### src/rtl/aes_seq_pkg.sv
// Shared field layout, vector type and FSM encoding for the AES vector sequencer.
package aes_seq_pkg;

    localparam int unsigned VEC_W     = 257;
    localparam int unsigned OBS_BIT   = 256;
    localparam int unsigned KEY_MSB   = 255;
    localparam int unsigned KEY_LSB   = 128;
    localparam int unsigned STATE_MSB = 127;
    localparam int unsigned STATE_LSB = 0;

    typedef struct packed {
        logic         obs;
        logic [127:0] key;
        logic [127:0] state;
    } aes_vec_t;

    typedef enum logic [1:0] {
        S_IDLE = 2'd0,
        S_RUN  = 2'd1,
        S_DONE = 2'd2
    } seq_state_e;

endpackage

### src/rtl/seq_skid_buf.sv
// Two-entry valid/ready output buffer; the producer guarantees it never pushes into a full buffer.
module seq_skid_buf #(
    parameter int unsigned W = 8
) (
    input  logic         clk,
    input  logic         rst,
    input  logic         flush,
    input  logic         in_valid,
    input  logic [W-1:0] in_data,
    input  logic         out_ready,
    output logic         out_valid,
    output logic [W-1:0] out_data,
    output logic [1:0]   count
);

    logic         v0, v1;
    logic [W-1:0] d0, d1;
    logic         pop;

    assign pop       = v0 && out_ready;
    assign out_valid = v0;
    assign out_data  = d0;
    assign count     = {1'b0, v0} + {1'b0, v1};

    // Entry 0 is the presented word; it only changes on a pop or when empty.
    always_ff @(posedge clk) begin
        if (!rst) begin
            v0 <= 1'b0;
            v1 <= 1'b0;
            d0 <= '0;
            d1 <= '0;
        end else if (flush) begin
            v0 <= 1'b0;
            v1 <= 1'b0;
        end else begin
            case ({pop, in_valid})
                2'b11: begin
                    if (v1) begin
                        d0 <= d1;
                        d1 <= in_data;
                    end else begin
                        d0 <= in_data;
                    end
                end
                2'b10: begin
                    d0 <= d1;
                    v0 <= v1;
                    v1 <= 1'b0;
                end
                2'b01: begin
                    if (!v0) begin
                        d0 <= in_data;
                        v0 <= 1'b1;
                    end else begin
                        d1 <= in_data;
                        v1 <= 1'b1;
                    end
                end
                default: ;
            endcase
        end
    end

endmodule

### src/rtl/aes_vector_sequencer.sv
// Plays a loadable vector memory out over valid/ready to the AES core.
// Build option SEQ_LOOP_EN: replay indices 0..num_vec-1 continuously until abort.
module aes_vector_sequencer
    import aes_seq_pkg::*;
#(
    parameter int unsigned DEPTH = 16,
    parameter int unsigned AW    = $clog2(DEPTH)
) (
    input  logic             clk,
    input  logic             rst,
    input  logic             ld_en,
    input  logic [AW-1:0]    ld_addr,
    input  logic [VEC_W-1:0] ld_data,
    input  logic             start,
    input  logic [AW:0]      num_vec,
    input  logic             abort,
    input  logic             out_ready,
    output logic             out_valid,
    output logic             out_obs,
    output logic [127:0]     out_key,
    output logic [127:0]     out_state,
    output logic [AW-1:0]    out_idx,
    output logic             busy,
    output logic             done
);

    localparam int unsigned BUF_W   = AW + VEC_W;
    localparam logic [AW:0] DEPTH_N = (AW+1)'(DEPTH);
    localparam logic [AW:0] ONE_N   = (AW+1)'(1);

    seq_state_e       state;
    aes_vec_t         mem [DEPTH];
    aes_vec_t         wr_vec, rd_vec, buf_vec;
    logic [AW-1:0]    rd_ptr, rd_idx;
    logic             rd_valid;
    logic [AW:0]      tot, num_clamped;
    logic             issue, pop, more;
    logic [1:0]       buf_count;
    logic [2:0]       occ;
    logic [BUF_W-1:0] buf_data;
`ifndef SEQ_LOOP_EN
    logic [AW:0]      iss_cnt, xfer_cnt;
    logic             last_xfer;
`endif

    assign wr_vec = '{obs:   ld_data[OBS_BIT],
                      key:   ld_data[KEY_MSB:KEY_LSB],
                      state: ld_data[STATE_MSB:STATE_LSB]};

    assign pop = out_valid && out_ready;

    // Issue only when the word will still fit after everything already in flight lands.
    always_comb begin
        num_clamped = (num_vec > DEPTH_N) ? DEPTH_N : num_vec;
        occ         = 3'(buf_count) + 3'(rd_valid) - 3'(pop);
`ifdef SEQ_LOOP_EN
        more        = 1'b1;
`else
        more        = (iss_cnt != tot);
        last_xfer   = pop && (xfer_cnt == tot - ONE_N);
`endif
        issue       = (state == S_RUN) && !abort && more && (occ <= 3'd1);
    end

    always_ff @(posedge clk) begin
        if (ld_en && state == S_IDLE) begin
            mem[ld_addr] <= wr_vec;
        end
        if (issue) begin
            rd_vec <= mem[rd_ptr];
            rd_idx <= rd_ptr;
        end
    end

    always_ff @(posedge clk) begin
        if (!rst) begin
            state    <= S_IDLE;
            rd_ptr   <= '0;
            tot      <= '0;
            rd_valid <= 1'b0;
            busy     <= 1'b0;
            done     <= 1'b0;
`ifndef SEQ_LOOP_EN
            iss_cnt  <= '0;
            xfer_cnt <= '0;
`endif
        end else begin
            rd_valid <= issue;
            busy     <= (state != S_IDLE);
            done     <= (state == S_DONE) && !abort;
            case (state)
                S_IDLE: begin
                    if (start) begin
                        tot    <= num_clamped;
                        rd_ptr <= '0;
`ifndef SEQ_LOOP_EN
                        iss_cnt  <= '0;
                        xfer_cnt <= '0;
`endif
                        state  <= (num_clamped == '0) ? S_DONE : S_RUN;
                    end
                end
                S_RUN: begin
                    if (abort) begin
                        state <= S_IDLE;
                    end else begin
`ifdef SEQ_LOOP_EN
                        if (issue) begin
                            rd_ptr <= ({1'b0, rd_ptr} == tot - ONE_N) ? '0 : rd_ptr + AW'(1);
                        end
`else
                        if (issue) begin
                            rd_ptr  <= rd_ptr + AW'(1);
                            iss_cnt <= iss_cnt + ONE_N;
                        end
                        if (pop) begin
                            xfer_cnt <= xfer_cnt + ONE_N;
                        end
                        if (last_xfer) begin
                            state <= S_DONE;
                        end
`endif
                    end
                end
                default: state <= S_IDLE;
            endcase
        end
    end

    seq_skid_buf #(.W(BUF_W)) u_buf (
        .clk       (clk),
        .rst       (rst),
        .flush     (abort && state != S_IDLE),
        .in_valid  (rd_valid),
        .in_data   ({rd_idx, rd_vec}),
        .out_ready (out_ready),
        .out_valid (out_valid),
        .out_data  (buf_data),
        .count     (buf_count)
    );

    assign {out_idx, buf_vec} = buf_data;
    assign out_obs   = buf_vec.obs;
    assign out_key   = buf_vec.key;
    assign out_state = buf_vec.state;

endmodule

### config.mk
export PLATFORM = sky130hd
export DESIGN_NAME = aes_vector_sequencer
export DESIGN_NICKNAME = d
export VERILOG_FILES = /design/src/rtl/aes_seq_pkg.sv /design/src/rtl/seq_skid_buf.sv /design/src/rtl/aes_vector_sequencer.sv
export SDC_FILE = /design/constraint.sdc
export NUM_CORES = 2
export LEC_CHECK = 0
export BUFFER_PORTS_ARGS = -buffer_cell sky130_fd_sc_hd__buf_2
export CAP_MARGIN = 20
export CORE_UTILIZATION = 50
export DETAILED_ROUTE_END_ITERATION = 10
export PLACE_DENSITY = 0.78
export SYNTH_ARGS = -nofsm -noshare
export SYNTH_HDL_FRONTEND = slang
export SYNTH_MEMORY_MAX_BITS = 65536
export SYNTH_SLANG_ARGS = --single-unit
### constraint.sdc
create_clock -name clk -period 20.7 [get_ports clk]
set_clock_uncertainty 0.1 [all_clocks]
set_input_delay 0 -clock clk [delete_from_list [all_inputs] [get_ports clk]]
set_output_delay 0 -clock clk [all_outputs]
set_load 0.02 [all_outputs]
==> flow_summary_export.csv <==
group,metric,value,unit
floorplanning,die_w,616,microns
timing,finalSetupTns,0,ns
floorplanning,rows,225,
power_and_ir_drop,internal_power,16100,uW
setup_path,worstSetupStartpointType,"register",
global_route,grt_first_pass_wirelength,702000,microns
logic_synthesis,synth_fp_nets,9830,
cts,post-cts-setup-buffers,0,
cts,ctsHtreeMaxLevel,5,
placement,numPlacedInstances,14600,
detailed_routing,post_drt_via_cell_ratio,6.30,
power_and_ir_drop,vdd_ir_drop_max,81.7,uV
power_and_ir_drop,pwr-share-seq,53.9,%
detailed_routing,via_count,102000,
cts,numCtsBuffers,467,
setup_path,worst-path-max-fanout,43,
run_status,status,"complete, no violations",
placement,dp_hpwl,249000,microns
finish,stdcell_area,218000,sq um
power_and_ir_drop,cellLeakagePower,0.0670,uW
setup_path,crit_top_cell,"buf_4",
logic_synthesis,synth_cells,9549,
cts,cts_tree,"built",
cts,clock_path_buffers,4,
job,maxCapViolCount,0,
cts,cts_resized,0,
placement,postPlaceCellArea,196000,sq um
global_route,antenna_found_initial,96,
logic_synthesis,synth_area,188000,sq um
detailed_routing,drtIter0Drc,13600,
logic_synthesis,synth.area.top_cells,"edfxtp_1, mux4_2, dfxtp_1",
placement,port_buffers,535,
logic_synthesis,synth_top_cell_by_area,"edfxtp_1",
timing,final_hold_viol_count,0,
setup_path,crit_slowest_cell,"buf_4",
detailed_routing,drt-total-wl,484000,microns
timing,tightestPinTransition,1.12,ns
power_and_ir_drop,swShare,20.8,%
detailed_routing,avgRoutedWirePerCell,30.1,microns
floorplanning,initial_core_util,50.2,%
global_route,gr-total-overflow,0,
floorplanning,ios,536,
setup_path,max_stage_delay,0.82,ns
timing,finalSetupViolations,0,
setup_path,endpoint_kind,"register",
global_route,grt_use_total,25.1,%
placement,finalWeightedCongestion,0.799,
timing,period_needed,6.21,ns
cts,cts_hold_buf,552,
finish,final_cells,16100,
setup_path,cp.arrival,6.75,ns
logic_synthesis,synth.distinct_cells,46,
setup_path,setup.worst_path.class,"reg2reg",
logic_synthesis,synth-seq-area-share,75.5,%
detailed_routing,ant_nets,0,
power_and_ir_drop,p_comb_share,3.3,%
detailed_routing,drc_errors,0,
logic_synthesis,synthArstFlopShare,0,%
floorplanning,dieArea,379000,sq um
hold_path,hp-class,"in2reg",
cts,path_clk_slew,0.06,ns
finish,areaGrowthSynthToFinish,15.6,%
logic_synthesis,avgSynthCellArea,19.7,sq um
setup_path,cp_cell_sequence,"or3b_2 -> or3_1 -> dlygate4sd3_1 -> nor2_4 -> buf_4 -> buf_4 -> buf_4 -> buf_4",
cts,clock-root-buffer,"clkbuf_16",
logic_synthesis,ys_ff_latch,4921,
global_route,grt_max_degree,172,
timing,rsz0062_at_grt,"no",
timing,fmax,0.161,GHz
setup_path,worstPathRequired,21.24,ns
finish,nets,10900,
detailed_routing,drtPass1Iterations,7,
timing,timing.slew.headroom,25.0,%
cts,insertion_delay,1.02,ns
logic_synthesis,synth_top_area_share,69.7,%
power_and_ir_drop,power_density,93.5,nW/um^2
logic_synthesis,synth-edff-count,4373,
timing,finalCritPeriodShare,30.0,%
floorplanning,chipHeight,616,microns
global_route,grt_pass1_vias,104000,
timing,drv_slew,0,
logic_synthesis,synth_warnings,0,
power_and_ir_drop,netSwitchingPower,4230,uW
timing,finalWorstSetupSlack,14.49,ns
power_and_ir_drop,clockPowerShare,42.8,%
logic_synthesis,synthFlopType,"edfxtp_1",
placement,pre_cts_ws,14.45,ns
cts,clock-sinks,4921,
floorplanning,coreArea,375000,sq um
finish,drive_gt1_share,24.2,%
[power by group through the flow]
stage                     sequential, uW  clock [uW]  combinational, uW
after floorplan                    11200           0                280
after global placement             11200           0                538
after detailed placement           11200           0                560
after CTS                          11000        8780                663
after global routing               11000        9150                704
final                              11000        8710                667
[metrics by stage]
step / power, uW / util (%) / hold slack (ns)
floorplan: 11500 / - / -0.0207
CTS: 20400 / 58.0 / 0.0300
detailed placement: 11700 / 52.3 / 0.148
global placement: 11700 / 52.3 / 0.142
finish: 20400 / 58.0 / 0.160
global route: 20800 / 58.0 / 0.167
[Yosys cell counts, types with 3 or more instances]
cell,instances
a2111oi_0,3
nor2_1,25
xor2_1,6
nand2b_1,6
mux4_2,1222
nand3_1,3
edfxtp_1,4373
mux2i_1,334
o21ai_0,3
dfxtp_1,548
buf_1,51
clkbuf_1,409
nand3b_1,4
nand2_1,1071
a21oi_1,853
buf_2,109
nor2b_1,66
a211oi_1,69
ha_1,9
nand4_1,3
xnor2_1,8
or3_1,9
buf_4,19
buf_6,44
nor3_1,9
inv_1,10
a221oi_1,261
[flip-flops by register name, indices dropped and copies added (netlist names), 2 cells and up]
register,count
state,2
rd_vec,257
u_buf.out_data,261
xfer_cnt,5
tot,5
mem,4112
rd_ptr,4
u_buf.d1,261
rd_idx,4
iss_cnt,5
[placed cells by master (no fill, tap or decap), drive strengths merged, types with 18 or more instances in the layout]
cell type and count:
a211oi 70, a21oi 853, a221oi 261, buf 722
bufinv 47, clkbuf 612, clkinv 179, clkinvlp 18
dfxtp 548, diode 48, dlygate4sd3 552, edfxtp 4373
inv 31, mux2i 334, mux4 1222, nand2 1071
nor2 25, nor2b 66
[layout make-up]
type	count	area, sq um
timing repair buffer	1274	9940
inverter	11	48.8
multi-input combinational	3985	43300
antenna	48	120
clock buffer	612	12800
sequential	4921	142000
fill	26000	158000
clock inverter	264	2950
tap	4994	6250
[logic make-up after synthesis]
kind of cell	count (synthesis)	share of synthesized area (%)
compound gates	1199	3.82
buf+inv	643	1.57
mux	1557	16.4
flops	4921	75.5
fa+ha+maj	9	0.0598
simple gates	1206	2.55
xor+xnor	14	0.0651
[per-layer routing]
metal  part of all wire, %  wire [microns]  GRT usage, %  vias to the layer above
met4                   4.0           19200          9.70                       36
met5                 0.051             246             0                        -
met2                    50          244000          42.6                     6654
met1                    36          173000          32.7                    52500
li1                      -               -             -                    41200
met3                   9.9           47700          4.30                     1096
[path summary, 6_finish.rpt]
check,from,endpoint,slack (ns),depth (start not counted)
setup / recovery,state[1],mem[12][118],14.49,8
hold / removal,start,state[0],0.16,6
setup reg to reg,state[1],mem[12][118],14.49,8
hold reg to reg,u_buf.out_data[240],u_buf.out_data[240],0.35,2
[worst max-delay path, delay by kind of cell, from the launching register on]
| family | cells | cell delay (ns) |
|---|---|---|
| flops | 1 | 0.43 |
| simple gates | 3 | 1.65 |
| buf+inv | 5 | 3.46 |
Power figures use the tool's default switching activity.
